--- src/rtl/lpif_dstrm_pkg.sv ---
// Shared types for the LPIF downstream flit buffer.
// Entry layout depends on LPIF_DSTRM_CRC_STORE_EN (CRC fields stored per entry when defined).
package lpif_dstrm_pkg;

    typedef enum logic [1:0] {
        OFFLINE = 2'd0,
        RUN     = 2'd1,
        FLUSH   = 2'd2
    } fsm_state_e;

    localparam logic [3:0] LPIF_STATE_RESET = 4'h0;

`ifdef LPIF_DSTRM_CRC_STORE_EN
    typedef struct packed {
        logic        crc_valid;
        logic [15:0] crc;
        logic [1:0]  protid;
        logic [255:0] data;
    } entry_t;
`else
    typedef struct packed {
        logic [1:0]  protid;
        logic [255:0] data;
    } entry_t;
`endif

    localparam int unsigned ENTRY_W = $bits(entry_t);

endpackage

--- src/rtl/lpif_dstrm_fifo.sv ---
// Synchronous FIFO with registered storage, synchronous flush and occupancy count.
// Caller guarantees no write when full unless a read happens in the same cycle.
module lpif_dstrm_fifo #(
    parameter  int unsigned WIDTH  = 8,
    parameter  int unsigned DEPTH  = 8,
    localparam int unsigned AWIDTH = $clog2(DEPTH)
) (
    input  logic              clk,
    input  logic              rst_n,
    input  logic              flush,
    input  logic              wr_en,
    input  logic [WIDTH-1:0]  wr_data,
    input  logic              rd_en,
    output logic [WIDTH-1:0]  rd_data,
    output logic              full,
    output logic              empty,
    output logic [AWIDTH:0]   occupancy
);

    localparam int unsigned CW = AWIDTH + 1;

    logic [WIDTH-1:0]  mem [DEPTH];
    logic [AWIDTH-1:0] wr_ptr;
    logic [AWIDTH-1:0] rd_ptr;
    logic [CW-1:0]     count;

    always_ff @(posedge clk or negedge rst_n) begin
        if (!rst_n) begin
            wr_ptr <= '0;
            rd_ptr <= '0;
            count  <= '0;
        end else if (flush) begin
            wr_ptr <= '0;
            rd_ptr <= '0;
            count  <= '0;
        end else begin
            if (wr_en) wr_ptr <= wr_ptr + AWIDTH'(1);
            if (rd_en) rd_ptr <= rd_ptr + AWIDTH'(1);
            if (wr_en && !rd_en)
                count <= count + CW'(1);
            else if (!wr_en && rd_en)
                count <= count - CW'(1);
        end
    end

    // Storage carries no reset; validity is tracked entirely by count.
    always_ff @(posedge clk) begin
        if (wr_en && !flush) mem[wr_ptr] <= wr_data;
    end

    assign rd_data   = mem[rd_ptr];
    assign full      = (count == CW'(DEPTH));
    assign empty     = (count == '0);
    assign occupancy = count;

endmodule

--- src/rtl/lpif_dstrm_flit_buffer.sv ---
// LPIF downstream flit buffer: link FSM, overflow/drop tracking, LPIF state tracker.
// Define LPIF_DSTRM_CRC_STORE_EN to store and present per-beat CRC.
module lpif_dstrm_flit_buffer
    import lpif_dstrm_pkg::*;
#(
    parameter  int unsigned DEPTH  = 8,
    localparam int unsigned AWIDTH = $clog2(DEPTH)
) (
    input  logic         clk_wr,
    input  logic         rst_wr_n,
    input  logic         rx_online,
    input  logic [3:0]   dstrm_state,
    input  logic [1:0]   dstrm_protid,
    input  logic [255:0] dstrm_data,
    input  logic         dstrm_dvalid,
    input  logic [15:0]  dstrm_crc,
    input  logic         dstrm_crc_valid,
    input  logic         dstrm_valid,
    output logic         out_valid,
    input  logic         out_ready,
    output logic [1:0]   out_protid,
    output logic [255:0] out_data,
    output logic [15:0]  out_crc,
    output logic         out_crc_valid,
    output logic [3:0]   lpif_state,
    output logic         state_chg,
    input  logic         clr_err,
    output logic [31:0]  dbg_status
);

    fsm_state_e state_q, state_d;

    logic          push, pop, drop, wr_en;
    logic          fifo_full, fifo_empty;
    logic [AWIDTH:0] occupancy;
    logic [3:0]    occ_nib;
    entry_t        wr_entry, rd_entry, head;
    logic          overflow;
    logic [15:0]   drop_cnt;

    always_ff @(posedge clk_wr or negedge rst_wr_n) begin
        if (!rst_wr_n) state_q <= OFFLINE;
        else           state_q <= state_d;
    end

    always_comb begin
        state_d = state_q;
        case (state_q)
            OFFLINE: if (rx_online)  state_d = RUN;
            RUN:     if (!rx_online) state_d = FLUSH;
            FLUSH:                   state_d = OFFLINE;
            default:                 state_d = OFFLINE;
        endcase
    end

    assign push      = (state_q == RUN) && dstrm_valid && dstrm_dvalid;
    assign out_valid = !fifo_empty && (state_q != FLUSH);
    assign pop       = out_valid && out_ready;
    // A full FIFO still takes the beat when the head leaves in the same cycle.
    assign drop      = push && fifo_full && !pop;
    assign wr_en     = push && !drop;

`ifdef LPIF_DSTRM_CRC_STORE_EN
    assign wr_entry = '{crc_valid: dstrm_crc_valid, crc: dstrm_crc,
                        protid: dstrm_protid, data: dstrm_data};
`else
    logic unused_crc;
    assign unused_crc = ^{dstrm_crc, dstrm_crc_valid};
    assign wr_entry   = '{protid: dstrm_protid, data: dstrm_data};
`endif

    lpif_dstrm_fifo #(
        .WIDTH (ENTRY_W),
        .DEPTH (DEPTH)
    ) u_fifo (
        .clk       (clk_wr),
        .rst_n     (rst_wr_n),
        .flush     (state_q == FLUSH),
        .wr_en     (wr_en),
        .wr_data   (wr_entry),
        .rd_en     (pop),
        .rd_data   (rd_entry),
        .full      (fifo_full),
        .empty     (fifo_empty),
        .occupancy (occupancy)
    );

    assign head       = out_valid ? rd_entry : '0;
    assign out_protid = head.protid;
    assign out_data   = head.data;
`ifdef LPIF_DSTRM_CRC_STORE_EN
    assign out_crc       = head.crc;
    assign out_crc_valid = head.crc_valid;
`else
    assign out_crc       = 16'h0;
    assign out_crc_valid = 1'b0;
`endif

    // Clear takes priority, but a drop in the same cycle is still recorded afterwards.
    always_ff @(posedge clk_wr or negedge rst_wr_n) begin
        if (!rst_wr_n) begin
            overflow <= 1'b0;
            drop_cnt <= '0;
        end else if (clr_err) begin
            overflow <= drop;
            drop_cnt <= drop ? 16'd1 : 16'd0;
        end else if (drop) begin
            overflow <= 1'b1;
            if (drop_cnt != '1) drop_cnt <= drop_cnt + 16'd1;
        end
    end

    always_ff @(posedge clk_wr or negedge rst_wr_n) begin
        if (!rst_wr_n) begin
            lpif_state <= LPIF_STATE_RESET;
            state_chg  <= 1'b0;
        end else begin
            state_chg <= dstrm_valid && (dstrm_state != lpif_state);
            if (dstrm_valid) lpif_state <= dstrm_state;
        end
    end

    assign occ_nib    = 4'(occupancy);
    assign dbg_status = {overflow, 3'b000, occ_nib, 8'h00, drop_cnt};

endmodule
--- config.mk ---
export PLATFORM = sky130hd
export DESIGN_NAME = lpif_dstrm_flit_buffer
export DESIGN_NICKNAME = d
export VERILOG_FILES = /design/src/rtl/lpif_dstrm_pkg.sv /design/src/rtl/lpif_dstrm_fifo.sv /design/src/rtl/lpif_dstrm_flit_buffer.sv
export SDC_FILE = /design/constraint.sdc
export NUM_CORES = 2
export LEC_CHECK = 0
export CORE_ASPECT_RATIO = 2
export CORE_UTILIZATION = 45
export CTS_CLUSTER_DIAMETER = 30
export CTS_CLUSTER_SIZE = 25
export DETAILED_ROUTE_END_ITERATION = 8
export HOLD_SLACK_MARGIN = 0.05
export PLACE_DENSITY_LB_ADDON = 0.2
export SYNTH_ARGS = -nofsm -noshare
export SYNTH_HDL_FRONTEND = slang
export SYNTH_SLANG_ARGS = --single-unit
export TNS_END_PERCENT = 1
--- constraint.sdc ---
create_clock -name clk_wr -period 46.2 [get_ports clk_wr]
set_input_delay 9.24 -clock clk_wr [delete_from_list [all_inputs] [get_ports clk_wr]]
set_output_delay 9.24 -clock clk_wr [all_outputs]
set_load 0.02 [all_outputs]
# Word-level counts from Yosys, hierarchy flattened
# Memories as Yosys holds them, arrays and structs flattened.
# Cells that the tools add are included.
# word_totals
register_bits,34
mem_bits_rw,2064
input_bits,286
output_inout_bits,313
wordCells,66
memories,1
# memory_table
name,words,word_bits,rd,rd_clocked_by_memory_dff,wr,line_no,rtl
u_fifo.mem,8,258,1,0,1,lpif_dstrm_fifo.sv:22,logic [WIDTH-1:0] mem [DEPTH];
# classes
n_addsub,5
n_eq_ne,8
muxes,19
reduce_logical,25
# ops
cell,count
$mux W258,1
$mux W16,3
$add A16 B1 Y16 const B,1
$ne A16 B16 Y1 const B,1
$mux W3,4
$mux W4,3
$logic_and A1 B1 Y1,11
$reduce_bool A2 Y1,4
$add A3 B1 Y3 const B,2
$ne A2 B2 Y1 const B,3
$logic_not A1 Y1,5
$mux W1,5
$add A4 B1 Y4 const B,1
$eq A4 B4 Y1 const B,1
$logic_not A4 Y1,1
$mux W2,2
$ne A4 B4 Y1,1
$pmux W2 S2,1
$reduce_and A2 Y1,2
$sub A4 B1 Y4 const B,1
$reduce_bool A3 Y1,1
$eq A2 B1 Y1 const B,1
$eq A2 B2 Y1 const B,1
$logic_not A2 Y1,1

# Longest topological paths before layout
# depth
word_depth,13
ltp_mapped,13
ltp_nobuf,12

# Hierarchy
# Synthesis repeated with hierarchy kept, for this count alone.
# unflattened
cells_unflattened,3504
area_unflattened_um2,81139.1
# modules_own_cells
mod,instances,cells_each,area_each_um2,seq_area_each_um2
lpif_dstrm_fifo,1,3052,77870.9,62229.7
lpif_dstrm_flit_buffer,1,452,3268.1,600.6

# Worst setup path after synthesis
# No wires, ideal clock.
# synth_path
kind,input to register
start,in dstrm_valid
end,"mem u_fifo.mem[0][0] (netlist bit), enable pin"
setup_ns,1.506
t_arrival_ns,33.995
required_time_ns,44.694
path_slack_ns,10.699
path_stages,4
path_buffers,1
path_cell_list,buf_2 -> and4b_1 -> nand2_1 -> nor4_1
# synth_between
elab_chain_cells,9
# synth_rtl
element,line_no,rtl
"start, declared",lpif_dstrm_flit_buffer.sv:18,"input logic dstrm_valid,"
$logic_and A1 B1 Y1 (*) (2 in a row),lpif_dstrm_flit_buffer.sv:56,assign push = (state_q == RUN) && dstrm_valid && dstrm_dvalid;
$logic_and A1 B1 Y1 (2 in a row),lpif_dstrm_flit_buffer.sv:60,assign drop = push && fifo_full && !pop;
$logic_not A1 Y1,lpif_dstrm_flit_buffer.sv:61,assign wr_en = push && !drop;
$logic_and A1 B1 Y1 (*),lpif_dstrm_flit_buffer.sv:61,
$logic_and A1 B1 Y1 (*),lpif_dstrm_fifo.sv:48,if (wr_en && !flush) mem[wr_ptr] <= wr_data;
$mux W1 (*),lpif_dstrm_fifo.sv:48,
$mux W1 (not written as such) (*),lpif_dstrm_fifo.sv:48,
"end, declared",lpif_dstrm_fifo.sv:22,
# Every way passes the cells marked *; elsewhere a longest branch is shown, timed or not.

# Final worst setup path
# layout_path
start,reg u_fifo.rd_ptr[0]
end,out out_data[100]
# layout_between
elab_chain_cells,2
# layout_rtl
element,line_no,rtl
"start, declared",lpif_dstrm_fifo.sv:24,logic [AWIDTH-1:0] rd_ptr;
"start signal, assigned",lpif_dstrm_fifo.sv:38,if (rd_en) rd_ptr <= rd_ptr + AWIDTH'(1);
$mem_v2 Z8 W258,--,
$mux W258,lpif_dstrm_flit_buffer.sv:88,assign head = out_valid ? rd_entry : '0;
"end, declared",lpif_dstrm_flit_buffer.sv:22,"output logic [255:0] out_data,"
# Every way passes these cells.

==> summary.txt <==
Status
  – Status: finished, final reports clean

Global route
  – Pin count of the biggest net entering global routing: 134
  – Vias in the first global route: 40400
  – GRT overflow: 0
  – First-pass GRT wire length: 262 mm
  – Gr usage total: around 20%
  – Initial antenna violation count: 42

Clocking
  – H-tree Lvls: 5
  – CTS tree: done
  – Root buf cell: clkbuf_16
  – Post-CTS Repair Setup Buffers: 0
  – Clk pin slew, worst setup/hold paths: 0.05 ns
  – TritonCTS Sinks: 2098
  – Worst-Skew Late Latency: 0.82 ns
  – Hold buffer count at cts: 0
  – Num CTS Buffers: 274
  – CTS max path bufs: 4
  – Post_cts resized: 0

Worst setup path
  – R2r endpoint: u_fifo.mem[5][67]$_DFFE_PP_
  – Crit end category: output pin
  – Flop2flop setup slack: 41.13 ns
  – Origin of the worst setup path: u_fifo.rd_ptr[0]$_DFFE_PN0P_
  – CP startpoint kind: register
  – Crit path kind: register to output pin
  – CP max FO: 49
  – Critical R2R Launch: u_fifo.occupancy[3]$_DFFE_PN0P_
  – CP required: 36.96 ns
  – FF-to-FF path depth: 9
  – Arrival @ worst endpoint: approximately 6 ns

Synthesis
  – Number of synthesized register bits: between 2000 and 2500
  – Library cell with the largest summed area after synthesis: edfxtp_1
  – Cell variety after synth: 44
  – Synth Warn #: 0
  – Largest cells by area after synthesis: edfxtp_1 77%, mux4_2 15%, mux2i_1 3.3%
  – Top cell type's share of synthesized area: 77.4%
  – Post-synth design cell area: 0.0801 sq mm
  – EDFF count, synth: 2064
  – Predominant post-synthesis flop cell: edfxtp_1
  – Avg Cell Area, Syn: ~23 sq um
  – Register area share after synthesis: a little under 80%
  – Gate Count Post-Synth: 3495
  – Ys async rst share: 1.62%

Pwr
  – Peak VDD IR: 0.0690 mV
  – Sw Ratio: 29.8%
  – Psw: between 1.5 and 2 mW
  – Clock network power share: 35.5%
  – Internal power: 4.25 mW
  – Power per cell area: 62.0 mW/mm^2
  – Leak Pwr: 31.2 nW
  – Gate power share: 28.7%
  – Register share of total power: ~36%

Final layout
  – Post-route cell area: 0.0977 sq mm
  – Nets: 4505
  – Commonest non-fill, non-tap cell in the layout: edfxtp_1
  – Register area: 0.0628 sq mm
  – P&R area growth vs syn: 22.0%
  – Share of layout cells above drive strength 1: 24.3%
  – Commonest cells after routing, fill and taps aside: 2064 x edfxtp_1, 552 x clkdlybuf4s50_1, 516 x mux4_2
  – Footprint of the multi-input gates: 0.0163 sq mm
  – Non-filler cells, final: between 6000 and 7000
  – Fillers: roughly 13000

Floorplan
  – Std cell rows: 218
  – Die W: 300 microns
  – CORE AREA: 0.176 sq mm
  – Die height: 599 microns
  – IO Count: around 600
  – Die ar.: approximately 0.18 sq mm
  – Initial Util: 45.4%

Routing
  – Vias per cell: 5.56
  – Drc violations: 0
  – Via count: 37500
  – Antenna-violating nets left: 0
  – Initial drt markers: 2260
  – Post-Route WL: 177 mm
  – Routed len/inst: 26.2 microns
  – Pre-Repair DR Iteration Count: 5

Placed design
  – Gp weighted congestion: 0.716
  – HPWL Detailed: 95.3 mm
  – PortBufs: approximately 550
  – Placed cell count: about 6200
  – Post-DP Area: 0.0882 sq mm

STA
  – Fmax: 65.6 MHz
  – TNS Setup: 0 ns
  – Clock period minus worst slack: roughly 15 ns
  – Relative slew margins: 29.0%
  – Final hold vios: 0
  – Worst hold margin: 0.503 ns
  – Clk_skew: 0.0514 ns
  – Fin crit share: 33.0%
  – Slew @ Worst Pin: 1.07 ns
  – Final setup violation count: 0
  – Slew Viols, Final: 0
  – RSZ-0062 raised after global routing: false

Min path
  – WHS Endpoint: state_q[0]$_DFFE_PN0P_
  – WHS Path Cells: 1
  – Hold/Removal Path Class: register to register
  – Hold path startpoint: state_q[1]$_DFFE_PN0P_

Flow run
  – Max-Cap Viols: 0
layout make-up:
| type | instances | area share, % |
|---|---|---|
| antenna | 11 | 0.0282 |
| clock buffer | 296 | 7.29 |
| clock inverter | 195 | 2.37 |
| inverter | 8 | 0.0307 |
| multi-input combinational | 1208 | 16.7 |
| sequential | 2098 | 64.3 |
| tap | 2310 | 2.96 |
| timing repair buffer | 622 | 6.29 |
stage by stage:
| stage | utilization [%] | worst slack [ns] | power [mW] |
|---|---|---|---|
| after global routing | 55.4 | 30.36 | 6.30 |
| final | 55.4 | 30.96 | 6.06 |
| after global placement | 50.0 | 31.32 | 3.98 |
| after CTS | 55.3 | 30.61 | 6.15 |
| after floorplan | - | 10.70 | 3.32 |
| after detailed placement | 50.0 | 31.23 | 3.98 |
power groups by stage:
stage | Clock, mW | Combinational (mW) | Sequential, mW
after CTS | 2.20 | 1.78 | 2.17
final | 2.15 | 1.74 | 2.17
after floorplan | 0 | 1.12 | 2.20
after detailed placement | 0 | 1.78 | 2.21
after global placement | 0 | 1.78 | 2.21
after global routing | 2.27 | 1.86 | 2.17
registers in the layout, summed over array words and instances, names as in the netlist:
register / cells
overflow: 1
state_q: 2
u_fifo.rd_ptr: 3
state_chg: 1
lpif_state: 4
u_fifo.wr_ptr: 3
u_fifo.occupancy: 4
drop_cnt: 16
u_fifo.mem: 2064
cell families after synthesis:
kind of cell	synth area share [%]
compound gates	0.202
xor+xnor	0.208
fa+ha+maj	0.119
buf+inv	1.35
flops	78.5
mux	17.8
other cells	0.00468
simple gates	1.83
worst max-delay path by stage:
stage | endpoint | slack (ns) | depth (start not counted)
6_report | out_data[100] | 30.96 | 7
5_1_grt | out_data[100] | 30.36 | 7
4_1_cts | out_data[100] | 30.61 | 7
3_5_place_dp | u_fifo.mem[5][67]$_DFFE_PP_ | 31.23 | 9
3_3_place_gp | u_fifo.mem[5][59]$_DFFE_PP_ | 31.32 | 9
2_1_floorplan | u_fifo.mem[0][0]$_DFFE_PP_ | 10.70 | 4
per-layer routing:
layer | vias up | global-route usage (%) | wire (microns)
li1 | 16000 | - | -
met4 | 56 | 5.41 | 3870
met5 | - | 0 | 372
met2 | 1120 | 32.8 | 88100
met3 | 318 | 6.94 | 15400
met1 | 20000 | 24.4 | 69400
worst max-delay path, stage by stage, from the launching register on:
cell and delay (ns):
dfrtp_4 1.12, buf_4 0.69, buf_4 0.83, buf_4 0.88, mux4_2 0.61, mux2i_1 0.26, nor2_1 0.07, clkdlybuf4s50_1 0.59
synth_stat cells, drive strengths merged, types with 11 or more instances:
master  instances
buf           144
clkbuf         64
dfrtp          34
edfxtp       2064
mux2i         261
mux4          516
nand2          11
nor2          284
nor3           12
o21ai          13
xor2           11
Power figures use the tool's default switching activity.
